[config.mk]
export PLATFORM = sky130hd
export DESIGN_NAME = assembler_scan_sequencer
export DESIGN_NICKNAME = d
export VERILOG_FILES = /design/src/rtl/assembler_scan_sequencer_pkg.sv /design/src/rtl/assembler_scan_sequencer_text_port_arbiter.sv /design/src/rtl/assembler_scan_sequencer.sv
export SDC_FILE = /design/constraint.sdc
export NUM_CORES = 1
export LEC_CHECK = 0
export CAP_MARGIN = 20
export CORE_UTILIZATION = 38
export CTS_CLUSTER_SIZE = 10
export DETAILED_ROUTE_END_ITERATION = 10
export PLACE_DENSITY = 0.84
export SYNTH_ARGS = -nofsm -noshare
export SYNTH_HDL_FRONTEND = slang
export SYNTH_SLANG_ARGS = --single-unit
[constraint.sdc]
create_clock -name clk_in -period 2.1 [get_ports clk_in]
set_input_delay 0.21 -clock clk_in [delete_from_list [all_inputs] [get_ports clk_in]]
set_output_delay 0.21 -clock clk_in [all_outputs]
set_load 0.01 [all_outputs]
[src/rtl/assembler_scan_sequencer_pkg.sv]
// Shared types for the assembler scan sequencer.
// Pass-level state and per-line scan FSM encodings.
package assembler_scan_sequencer_pkg;

  typedef enum logic [2:0] {
    IDLE,
    PC_MAPPING,
    INSTRUCTION_MAPPING,
    SUCCESS,
    ERROR
  } assembler_state_t;

  typedef enum logic [2:0] {
    NEW_LINE,
    ISSUE,
    WAIT,
    PRESENT,
    PASS_END
  } line_fsm_t;

endpackage

[src/rtl/assembler_scan_sequencer_text_port_arbiter.sv]
// Single-port text buffer mux: terminal writes always win,
// scan reads are granted only in write-free cycles.
module text_port_arbiter #(
  parameter int AW = 14
) (
  input  logic          tg_we,
  input  logic [AW-1:0] tg_addr,
  input  logic [7:0]    tg_data,
  input  logic          rd_req,
  input  logic [AW-1:0] rd_addr,
  output logic          rd_gnt,
  output logic          mem_we,
  output logic [AW-1:0] mem_addr,
  output logic [7:0]    mem_data
);

  assign mem_we   = tg_we;
  assign mem_addr = tg_we ? tg_addr : rd_addr;
  assign mem_data = tg_we ? tg_data : 8'h00;
  assign rd_gnt   = rd_req & ~tg_we;

endmodule

[src/rtl/assembler_scan_sequencer.sv]
// Two-pass assembler scan over the text buffer, one character
// at a time, sharing the buffer port with terminal writes.
module assembler_scan_sequencer
  import assembler_scan_sequencer_pkg::*;
#(
  parameter int SCREEN_WIDTH  = 64,
  parameter int SCREEN_HEIGHT = 256,
  parameter int READ_LATENCY  = 2,
  localparam int AW = $clog2(SCREEN_WIDTH * SCREEN_HEIGHT),
  localparam int CW = $clog2(SCREEN_WIDTH),
  localparam int LW = $clog2(SCREEN_HEIGHT)
) (
  input  logic             clk_in,
  input  logic             rst_in,
  input  logic             start_in,
  input  logic             tg_we_in,
  input  logic [AW-1:0]    tg_addr_in,
  input  logic [7:0]       tg_data_in,
  output logic             mem_we_out,
  output logic [AW-1:0]    mem_addr_out,
  output logic [7:0]       mem_data_out,
  input  logic [7:0]       mem_rdata_in,
  output logic             asm_new_line_out,
  output logic             asm_new_char_out,
  output logic [LW-1:0]    asm_line_out,
  output logic [CW-1:0]    asm_char_out,
  output logic [7:0]       asm_char_data_out,
  input  logic             asm_done_in,
  input  logic             asm_error_in,
  output assembler_state_t asm_state_out,
  output logic             busy_out
);

  localparam logic [CW-1:0] COL_LAST  = CW'(SCREEN_WIDTH - 1);
  localparam logic [LW-1:0] LINE_LAST = LW'(SCREEN_HEIGHT - 1);

  assembler_state_t        as_q, as_d;
  line_fsm_t               ls_q, ls_d;
  logic [LW-1:0]           line_q, line_d;
  logic [CW-1:0]           col_q, col_d;
  logic                    dp_q, dp_d;
  logic [READ_LATENCY-1:0] lat_q, lat_d;
  logic [7:0]              data_q, data_d;
  logic busy, rd_req, rd_gnt, eol, done_now;
  logic new_line, new_char;

  text_port_arbiter #(.AW(AW)) u_arb (
    .tg_we    (tg_we_in),
    .tg_addr  (tg_addr_in),
    .tg_data  (tg_data_in),
    .rd_req   (rd_req),
    .rd_addr  ({line_q, col_q}),
    .rd_gnt   (rd_gnt),
    .mem_we   (mem_we_out),
    .mem_addr (mem_addr_out),
    .mem_data (mem_data_out)
  );

  assign busy = (as_q == PC_MAPPING) ||
                (as_q == INSTRUCTION_MAPPING);

  always_ff @(posedge clk_in or negedge rst_in) begin
    if (!rst_in) begin
      as_q   <= IDLE;
      ls_q   <= NEW_LINE;
      line_q <= '0;
      col_q  <= '0;
      dp_q   <= 1'b0;
      lat_q  <= '0;
      data_q <= '0;
    end else begin
      as_q   <= as_d;
      ls_q   <= ls_d;
      line_q <= line_d;
      col_q  <= col_d;
      dp_q   <= dp_d;
      lat_q  <= lat_d;
      data_q <= data_d;
    end
  end

  always_comb begin
    as_d     = as_q;
    ls_d     = ls_q;
    line_d   = line_q;
    col_d    = col_q;
    dp_d     = dp_q;
    lat_d    = lat_q << 1;
    data_d   = data_q;
    rd_req   = 1'b0;
    eol      = 1'b0;
    new_line = 1'b0;
    new_char = 1'b0;
    done_now = dp_q | asm_done_in;
    if (busy) begin
      if (asm_done_in) dp_d = 1'b1;
      unique case (ls_q)
        NEW_LINE: begin
          new_line = 1'b1;
          col_d    = '0;
          dp_d     = 1'b0;
          ls_d     = ISSUE;
        end
        ISSUE: begin
          if (done_now) eol = 1'b1;
          else begin
            rd_req = 1'b1;
            if (rd_gnt) ls_d = WAIT;
          end
        end
        WAIT: begin
          // Read always completes; a pending done drops its data.
          if (lat_q[READ_LATENCY-1]) begin
            if (done_now) eol = 1'b1;
            else begin
              data_d = mem_rdata_in;
              ls_d   = PRESENT;
            end
          end
        end
        PRESENT: begin
          new_char = 1'b1;
          if (done_now || col_q == COL_LAST) eol = 1'b1;
          else begin
            col_d = col_q + CW'(1);
            ls_d  = ISSUE;
          end
        end
        PASS_END: begin
          ls_d = NEW_LINE;
          if (as_q == PC_MAPPING) begin
            as_d   = INSTRUCTION_MAPPING;
            line_d = '0;
            col_d  = '0;
          end else begin
            as_d = SUCCESS;
          end
        end
        default: ls_d = NEW_LINE;
      endcase
      if (eol) begin
        if (line_q == LINE_LAST) ls_d = PASS_END;
        else begin
          line_d = line_q + LW'(1);
          ls_d   = NEW_LINE;
        end
      end
    end
    lat_d[0] = rd_req & rd_gnt;
    if (busy && asm_error_in) begin
      as_d  = ERROR;
      lat_d = '0;
    end
    // Restart wins over everything, including a same-cycle error.
    if (start_in) begin
      as_d   = PC_MAPPING;
      ls_d   = NEW_LINE;
      line_d = '0;
      col_d  = '0;
      dp_d   = 1'b0;
      lat_d  = '0;
    end
  end

  assign asm_new_line_out  = new_line;
  assign asm_new_char_out  = new_char;
  assign asm_line_out      = line_q;
  assign asm_char_out      = col_q;
  assign asm_char_data_out = data_q;
  assign asm_state_out     = as_q;
  assign busy_out          = busy;

endmodule

==> results.py, run 1 <==
metrics = {
    "run_status": {
        "run_status": "completed",
    },
    "floorplan": {
        "start_util": 0.393,
        "fp.dieH_um": 74.7,
        "rows": 26,
        "die-area_um2": 5580,
        "design.portCount": 87,
        "die_w_um": 74.7,
        "core-area_um2": 5110,
    },
    "yosys": {
        "share_of_yosys_cell_area_claimed_by_the_top_area_cell_type": 0.386,
        "yosys_warnings": 0,
        "netlist_top_cells_count": "sky130_fd_sc_hd__dfrtp_1, sky130_fd_sc_hd__a21oi_1, sky130_fd_sc_hd__mux2_2, sky130_fd_sc_hd__o21ai_0",
        "synth_nets": 244,
        "synth-seq-cells": 31,
        "synth_cells": 206,
        "synth.yosys.seq_area_share": 0.386,
        "yosysTopAreaCell": "sky130_fd_sc_hd__dfrtp_1",
        "post_synth.cell_area_avg_um2": 9.75,
        "synthArstFlopShare": 1.00,
        "synth_area_leaders": "sky130_fd_sc_hd__dfrtp_1, sky130_fd_sc_hd__mux2_2, sky130_fd_sc_hd__mux2_4",
        "synth.lib_cells_used.distinct": 52,
        "yosys_most_used_dff": "sky130_fd_sc_hd__dfrtp_1",
        "post-synth-top-count-cell": "sky130_fd_sc_hd__dfrtp_1",
        "synth-edff-count": 0,
        "synthesis.area_um2": 2010,
    },
    "run": {
        "maxCapViolations": 0,
    },
    "setup_path": {
        "crit_type": "reg2reg",
        "path_cells": "nand2b_4 > a21o_4 > or4_1 > buf_4 > mux2_4",
        "critPathMaxFanout": 8,
        "required_ns": 2.27,
        "worstSetupStartpointType": "flip-flop",
        "timing.critical_path.max_delay_family": "simple AND/OR/NAND/NOR gates",
        "critical-path-slowest-cell": "sky130_fd_sc_hd__or4_1",
        "critical_path_arrival_ns": 2.15,
        "largest_stage_delay_worst_path_ns": 0.50,
        "critical_path.n_buffers_inverters": 1,
        "end_kind": "flip-flop",
    },
    "routing": {
        "detail_route.drc_violations": 0,
        "dr.first_iter.drc_count": 147,
        "drt_pass1_iterations": 4,
        "route.final.wire_length_um": 5930,
        "dr_total_vias": 2047,
        "post_drt_via_cell_ratio": 5.32,
        "postRouteAntennaNets": 0,
        "wl_cell_um": 15.4,
    },
    "placed_design": {
        "placedInstanceArea_um2": 3110,
        "io_buffer_count": 86,
        "gpl.final_weighted_congestion": 0.897,
        "hpwl_um": 4330,
    },
    "sta": {
        "transition_time_at_the_pin_with_the_least_slew_margin_ns": 0.403,
        "setup_viol": 0,
        "highest_achievable_clock_rate_mhz": 504,
        "setup_repair_after_global_routing_missed_its_margin": "false",
        "setup-tns-final_ns": 0,
        "report.final.slew_viol_count": 0,
        "layout_min_cycle_time_ns": 1.98,
        "final.period_utilization": 0.944,
        "report.final.hold_viol_count": 0,
        "clock_skew_ns": 0.00441,
        "relSlewSlack": 0.731,
    },
    "global_route": {
        "grt_pass1_vias": 1994,
        "grt_antenna_before_repair": 0,
        "total_global_routing_track_utilization": 0.224,
        "grt_pass1_wl_um": 9340,
        "largest_net_degree_at_the_start_of_global_routing": 32,
        "globalRouteOverflowTotal": 0,
    },
    "clock_network": {
        "h-tree-depth": 2,
        "cts_buffer_depth": 2,
        "cts.sink_count": 31,
        "cts_tree": "yes",
        "clock_tree_root": "sky130_fd_sc_hd__clkbuf_8",
        "cts.clk_slew.worst_paths_ns": 0.07,
        "clk_latency_ns": 0.29,
        "cts_buffer_count": 5,
    },
    "worst_hold_path": {
        "worst_hold_path_type": "in2async",
    },
    "final_layout": {
        "final_core_utilization": 0.632,
        "final_design_area_no_fill_um2": 3230,
        "area_delta_synth_final_pct": 60.6,
        "num-nets-final": 352,
        "drive_above_1_share": 0.235,
        "diodes": 0,
    },
    "pwr": {
        "p_per_area_nw_per_um2": 577,
        "maximum_resistive_drop_on_vdd_v": 0.000305,
        "p_leak_nw": 1.37,
    },
}
## worst reg2reg max path: stages (launching register included)
cell and delay (ns):
sky130_fd_sc_hd__dfrtp_2 0.44, sky130_fd_sc_hd__nand2b_4 0.18, sky130_fd_sc_hd__a21o_4 0.24, sky130_fd_sc_hd__or4_1 0.50, sky130_fd_sc_hd__buf_4 0.20, sky130_fd_sc_hd__mux2_4 0.31
## what timing repair did
| item | in CTS | in global routing |
|---|---|---|
| setup endpoints to repair | 3 | 6 |
| buffers inserted | 0 | 0 |
| pin swaps | 0 | 0 |
| gates resized for setup | 5 | 3 |
| hold buffers | 0 | 0 |
| gates cloned | 0 | 0 |
## metrics by stage
stage	setup WS, ns	total power, mW	instances	hold slack (ns)
after CTS	0.00505	1.86	385	0.334
final	0.117	1.86	385	0.311
after global placement	0.0692	1.32	377	0.438
after global routing	0.0171	1.95	385	0.368
after detailed placement	0.0479	1.33	377	0.459
after floorplan	0.0728	1.01	206	-0.0856
## report_power, final
group	internal [mW]	switching [mW]	leakage [nW]	total [mW]
Combinational	0.350	0.303	0.905	0.654
Clock	0.299	0.228	0.0515	0.527
Sequential	0.631	0.0507	0.414	0.682
Total	1.28	0.582	1.37	1.86
## metal layers
metal	up-vias	share of wire	track usage
met1	995	0.44	0.286
met5	-	0	0
met2	54	0.50	0.366
met3	11	0.039	0.0415
met4	0	0.020	0.109
li1	987	-	-
## worst paths after layout
check                                  from                    to  slack (ns)  cells past startpoint
max reg2reg                asm_state_out[1]  asm_char_data_out[4]        0.12                      5
min                                  rst_in       asm_char_out[5]        0.31                      2
max in group asynchronous            rst_in               ls_q[2]        1.47                      2
min in group clk_in                lat_q[0]              lat_q[1]        0.47                      1
max                        asm_state_out[1]  asm_char_data_out[4]        0.12                      5
min reg2reg                        lat_q[0]              lat_q[1]        0.47                      1
## placed cells by master (no fill, tap or decap), types with 3 or more instances in the layout
master	synthesis	layout
sky130_fd_sc_hd__a21oi_1	18	18
sky130_fd_sc_hd__a41oi_1	4	4
sky130_fd_sc_hd__and2_1	11	11
sky130_fd_sc_hd__buf_4	1	25
sky130_fd_sc_hd__clkbuf_8	0	7
sky130_fd_sc_hd__clkdlybuf4s50_1	0	83
sky130_fd_sc_hd__dfrtp_1	31	28
sky130_fd_sc_hd__dfrtp_2	0	3
sky130_fd_sc_hd__mux2_2	14	14
sky130_fd_sc_hd__mux2_4	8	8
sky130_fd_sc_hd__nand2_1	11	11
sky130_fd_sc_hd__nand3_1	6	6
sky130_fd_sc_hd__nand4_1	4	4
sky130_fd_sc_hd__nor2_1	7	7
sky130_fd_sc_hd__nor2b_1	4	4
sky130_fd_sc_hd__nor3_1	6	5
sky130_fd_sc_hd__o21ai_0	14	14
sky130_fd_sc_hd__o21bai_1	3	3
sky130_fd_sc_hd__or3_1	5	5
sky130_fd_sc_hd__or4_1	6	6
## cell families after synthesis
kind of cell | after synthesis | share of synthesized area
AO/OA/AOI/OAI | 57 | 0.189
XOR/XNOR | 1 | 0.00436
adder cells (fa/ha/maj) | 2 | 0.0125
buffers and inverters | 14 | 0.0330
flip-flops | 31 | 0.386
multiplexers | 22 | 0.138
AND/OR/NAND/NOR | 79 | 0.237
## layout make-up
cell class                      instances  area (µm²)
Inverter                                3        11.3
Fill cell                             445        1880
Sequential cell                        31         779
Clock buffer                            8         100
Tap cell                               70        87.6
Timing Repair Buffer                  112        1070
Multi-Input combinational cell        161        1180
## sequential cells by signal, indices dropped and copies added (netlist names)
register           cells
asm_state_out          3
asm_char_data_out      8
asm_line_out           8
ls_q                   3
dp_q                   1
asm_char_out           6
lat_q                  2
Power figures use the tool's default switching activity.
==> inputs of run 2 (changes only) <==
PLACE_DENSITY = 0.82   (was 0.84)
TNS_END_PERCENT = 50   (was not set)
==> run 2 against run 1 <==
Compared with the run above: clock skew increased by 0.0028 ns; power down 4.6%; critical path depth unchanged; sequential share of layout area increased by 0.18 points; sequential cell count stayed put; critical endpoint unchanged; largest power group unchanged.
==> results.py, run 2 (synthesis results as in run 1) <==
metrics = {
    "run_status": {
        "run_status": "completed",
    },
    "sta": {
        "clock_skew_ns": 0.00724,
        "timing.final.ws_setup_ns": 0.106,
        "report.final.slew_viol_count": 0,
        "setup_viol": 0,
        "whs_ns": 0.301,
        "report.final.hold_viol_count": 0,
        "transition_time_at_the_pin_with_the_least_slew_margin_ns": 0.389,
        "highest_achievable_clock_rate_mhz": 501,
        "setup_repair_after_global_routing_missed_its_margin": "false",
        "layout_min_cycle_time_ns": 1.99,
        "relSlewSlack": 0.740,
        "final.period_utilization": 0.950,
        "setup-tns-final_ns": 0,
    },
    "setup_path": {
        "critPathMaxFanout": 8,
        "critical-path-slowest-cell": "sky130_fd_sc_hd__or4_1",
        "end_kind": "flip-flop",
        "crit_type": "reg2reg",
        "required_ns": 2.27,
        "worstSetupStartpointType": "flip-flop",
        "largest_stage_delay_worst_path_ns": 0.50,
        "path_cells": "nand2b_4 > a21o_4 > or4_1 > buf_4 > mux2_4",
        "critical_path_arrival_ns": 2.16,
    },
    "clock_network": {
        "h-tree-depth": 2,
        "cts.clk_slew.worst_paths_ns": 0.07,
        "clock_tree_root": "sky130_fd_sc_hd__clkbuf_8",
        "cts.sink_count": 31,
        "cts_tree": "yes",
        "cts_buffer_count": 5,
        "postCtsSetupRepairBufs": 0,
        "cts_buffer_depth": 2,
        "clk_latency_ns": 0.29,
    },
    "floorplan": {
        "die-area_um2": 5580,
        "start_util": 0.393,
        "die_w_um": 74.7,
        "design.portCount": 87,
        "rows": 26,
        "core-area_um2": 5110,
        "fp.dieH_um": 74.7,
    },
    "global_route": {
        "grt_pass1_vias": 1919,
        "grt_pass1_wl_um": 8930,
        "globalRouteOverflowTotal": 0,
        "total_global_routing_track_utilization": 0.209,
        "largest_net_degree_at_the_start_of_global_routing": 32,
        "grt_antenna_before_repair": 0,
    },
    "run": {
        "maxCapViolations": 0,
    },
    "placed_design": {
        "placement.setup.worst_slack_ns": 0.0481,
        "hpwl_um": 4230,
        "gpl.final_weighted_congestion": 0.901,
        "io_buffer_count": 86,
    },
    "pwr": {
        "maximum_resistive_drop_on_vdd_v": 0.000301,
        "p_leak_nw": 1.36,
        "power_mw": 1.78,
        "p_per_area_nw_per_um2": 555,
    },
    "final_layout": {
        "final_cell_mix": "sky130_fd_sc_hd__clkdlybuf4s50_1, sky130_fd_sc_hd__dfrtp_1, sky130_fd_sc_hd__buf_4, sky130_fd_sc_hd__a21oi_1",
        "diodes": 0,
        "final_common_cell": "sky130_fd_sc_hd__clkdlybuf4s50_1",
        "drive_above_1_share": 0.232,
        "area_delta_synth_final_pct": 59.2,
        "num-nets-final": 351,
    },
    "routing": {
        "detail_route.drc_violations": 0,
        "post_drt_via_cell_ratio": 5.34,
        "postRouteAntennaNets": 0,
        "dr.max_layer_used": "met4",
        "dr_total_vias": 2052,
        "met3_wirelength_um": 255,
        "met2_routed_wl_um": 2790,
        "wirelength_met1_um": 2560,
        "dr.first_iter.drc_count": 164,
        "drt_pass1_iterations": 4,
        "route.final.wire_length_um": 5650,
        "wl_cell_um": 14.7,
    },
    "worst_hold_path": {
        "worst_hold_path_type": "in2async",
    },
}
run 2: through the flow:
step,instances,instance area [µm²],util
final,384,3200,0.626
after global routing,384,3200,0.626
after CTS,384,3200,0.626
after detailed placement,376,3100,0.608
after global placement,376,3100,0.608
after floorplan,206,2010,-
run 2: power by group:
part / switching [mW] / internal (mW)
clock network: 0.225 / 0.226
logic: 0.296 / 0.344
registers: 0.0539 / 0.631
total: 0.575 / 1.20
run 2: layout make-up:
cell class,instances,area [µm²]
multi-input combinational,161,1180
inverter,3,11.3
clock inverter,3,15.0
clock buffer,5,68.8
tap,70,87.6
sequential,31,778
fill,449,1910
timing repair buffer,111,1060
run 2: what timing repair did:
item | in CTS | in global routing
endpoints found under the setup margin | 3 | 0
hold buffers | 0 | 0
gates resized for setup | 7 | 0
run 2: critical path, delay by kind of cell, from the launching register on:
kind / cells / cell delay [ns]
compound gates: 1 / 0.23
mux: 1 / 0.30
flops: 1 / 0.45
buf+inv: 1 / 0.21
simple gates: 2 / 0.68
run 2: path summary, 6_finish.rpt:
| kind | cells after the start | end | slack [ns] | from |
|---|---|---|---|---|
| min | 2 | lat_q[1] | 0.30 | rst_in |
| min in group clk_in | 1 | lat_q[1] | 0.47 | lat_q[0] |
| max in group asynchronous | 2 | asm_state_out[0] | 1.49 | rst_in |
| max | 5 | asm_char_data_out[4] | 0.11 | asm_state_out[1] |
| max reg2reg | 5 | asm_char_data_out[4] | 0.11 | asm_state_out[1] |
| min reg2reg | 1 | lat_q[1] | 0.47 | lat_q[0] |
run 2: metal layers:
metal | up-vias | global-route usage
met1 | 996 | 0.297
met2 | 58 | 0.325
met4 | 0 | 0.0545
met3 | 6 | 0.0428
li1 | 992 | -
met5 | - | 0
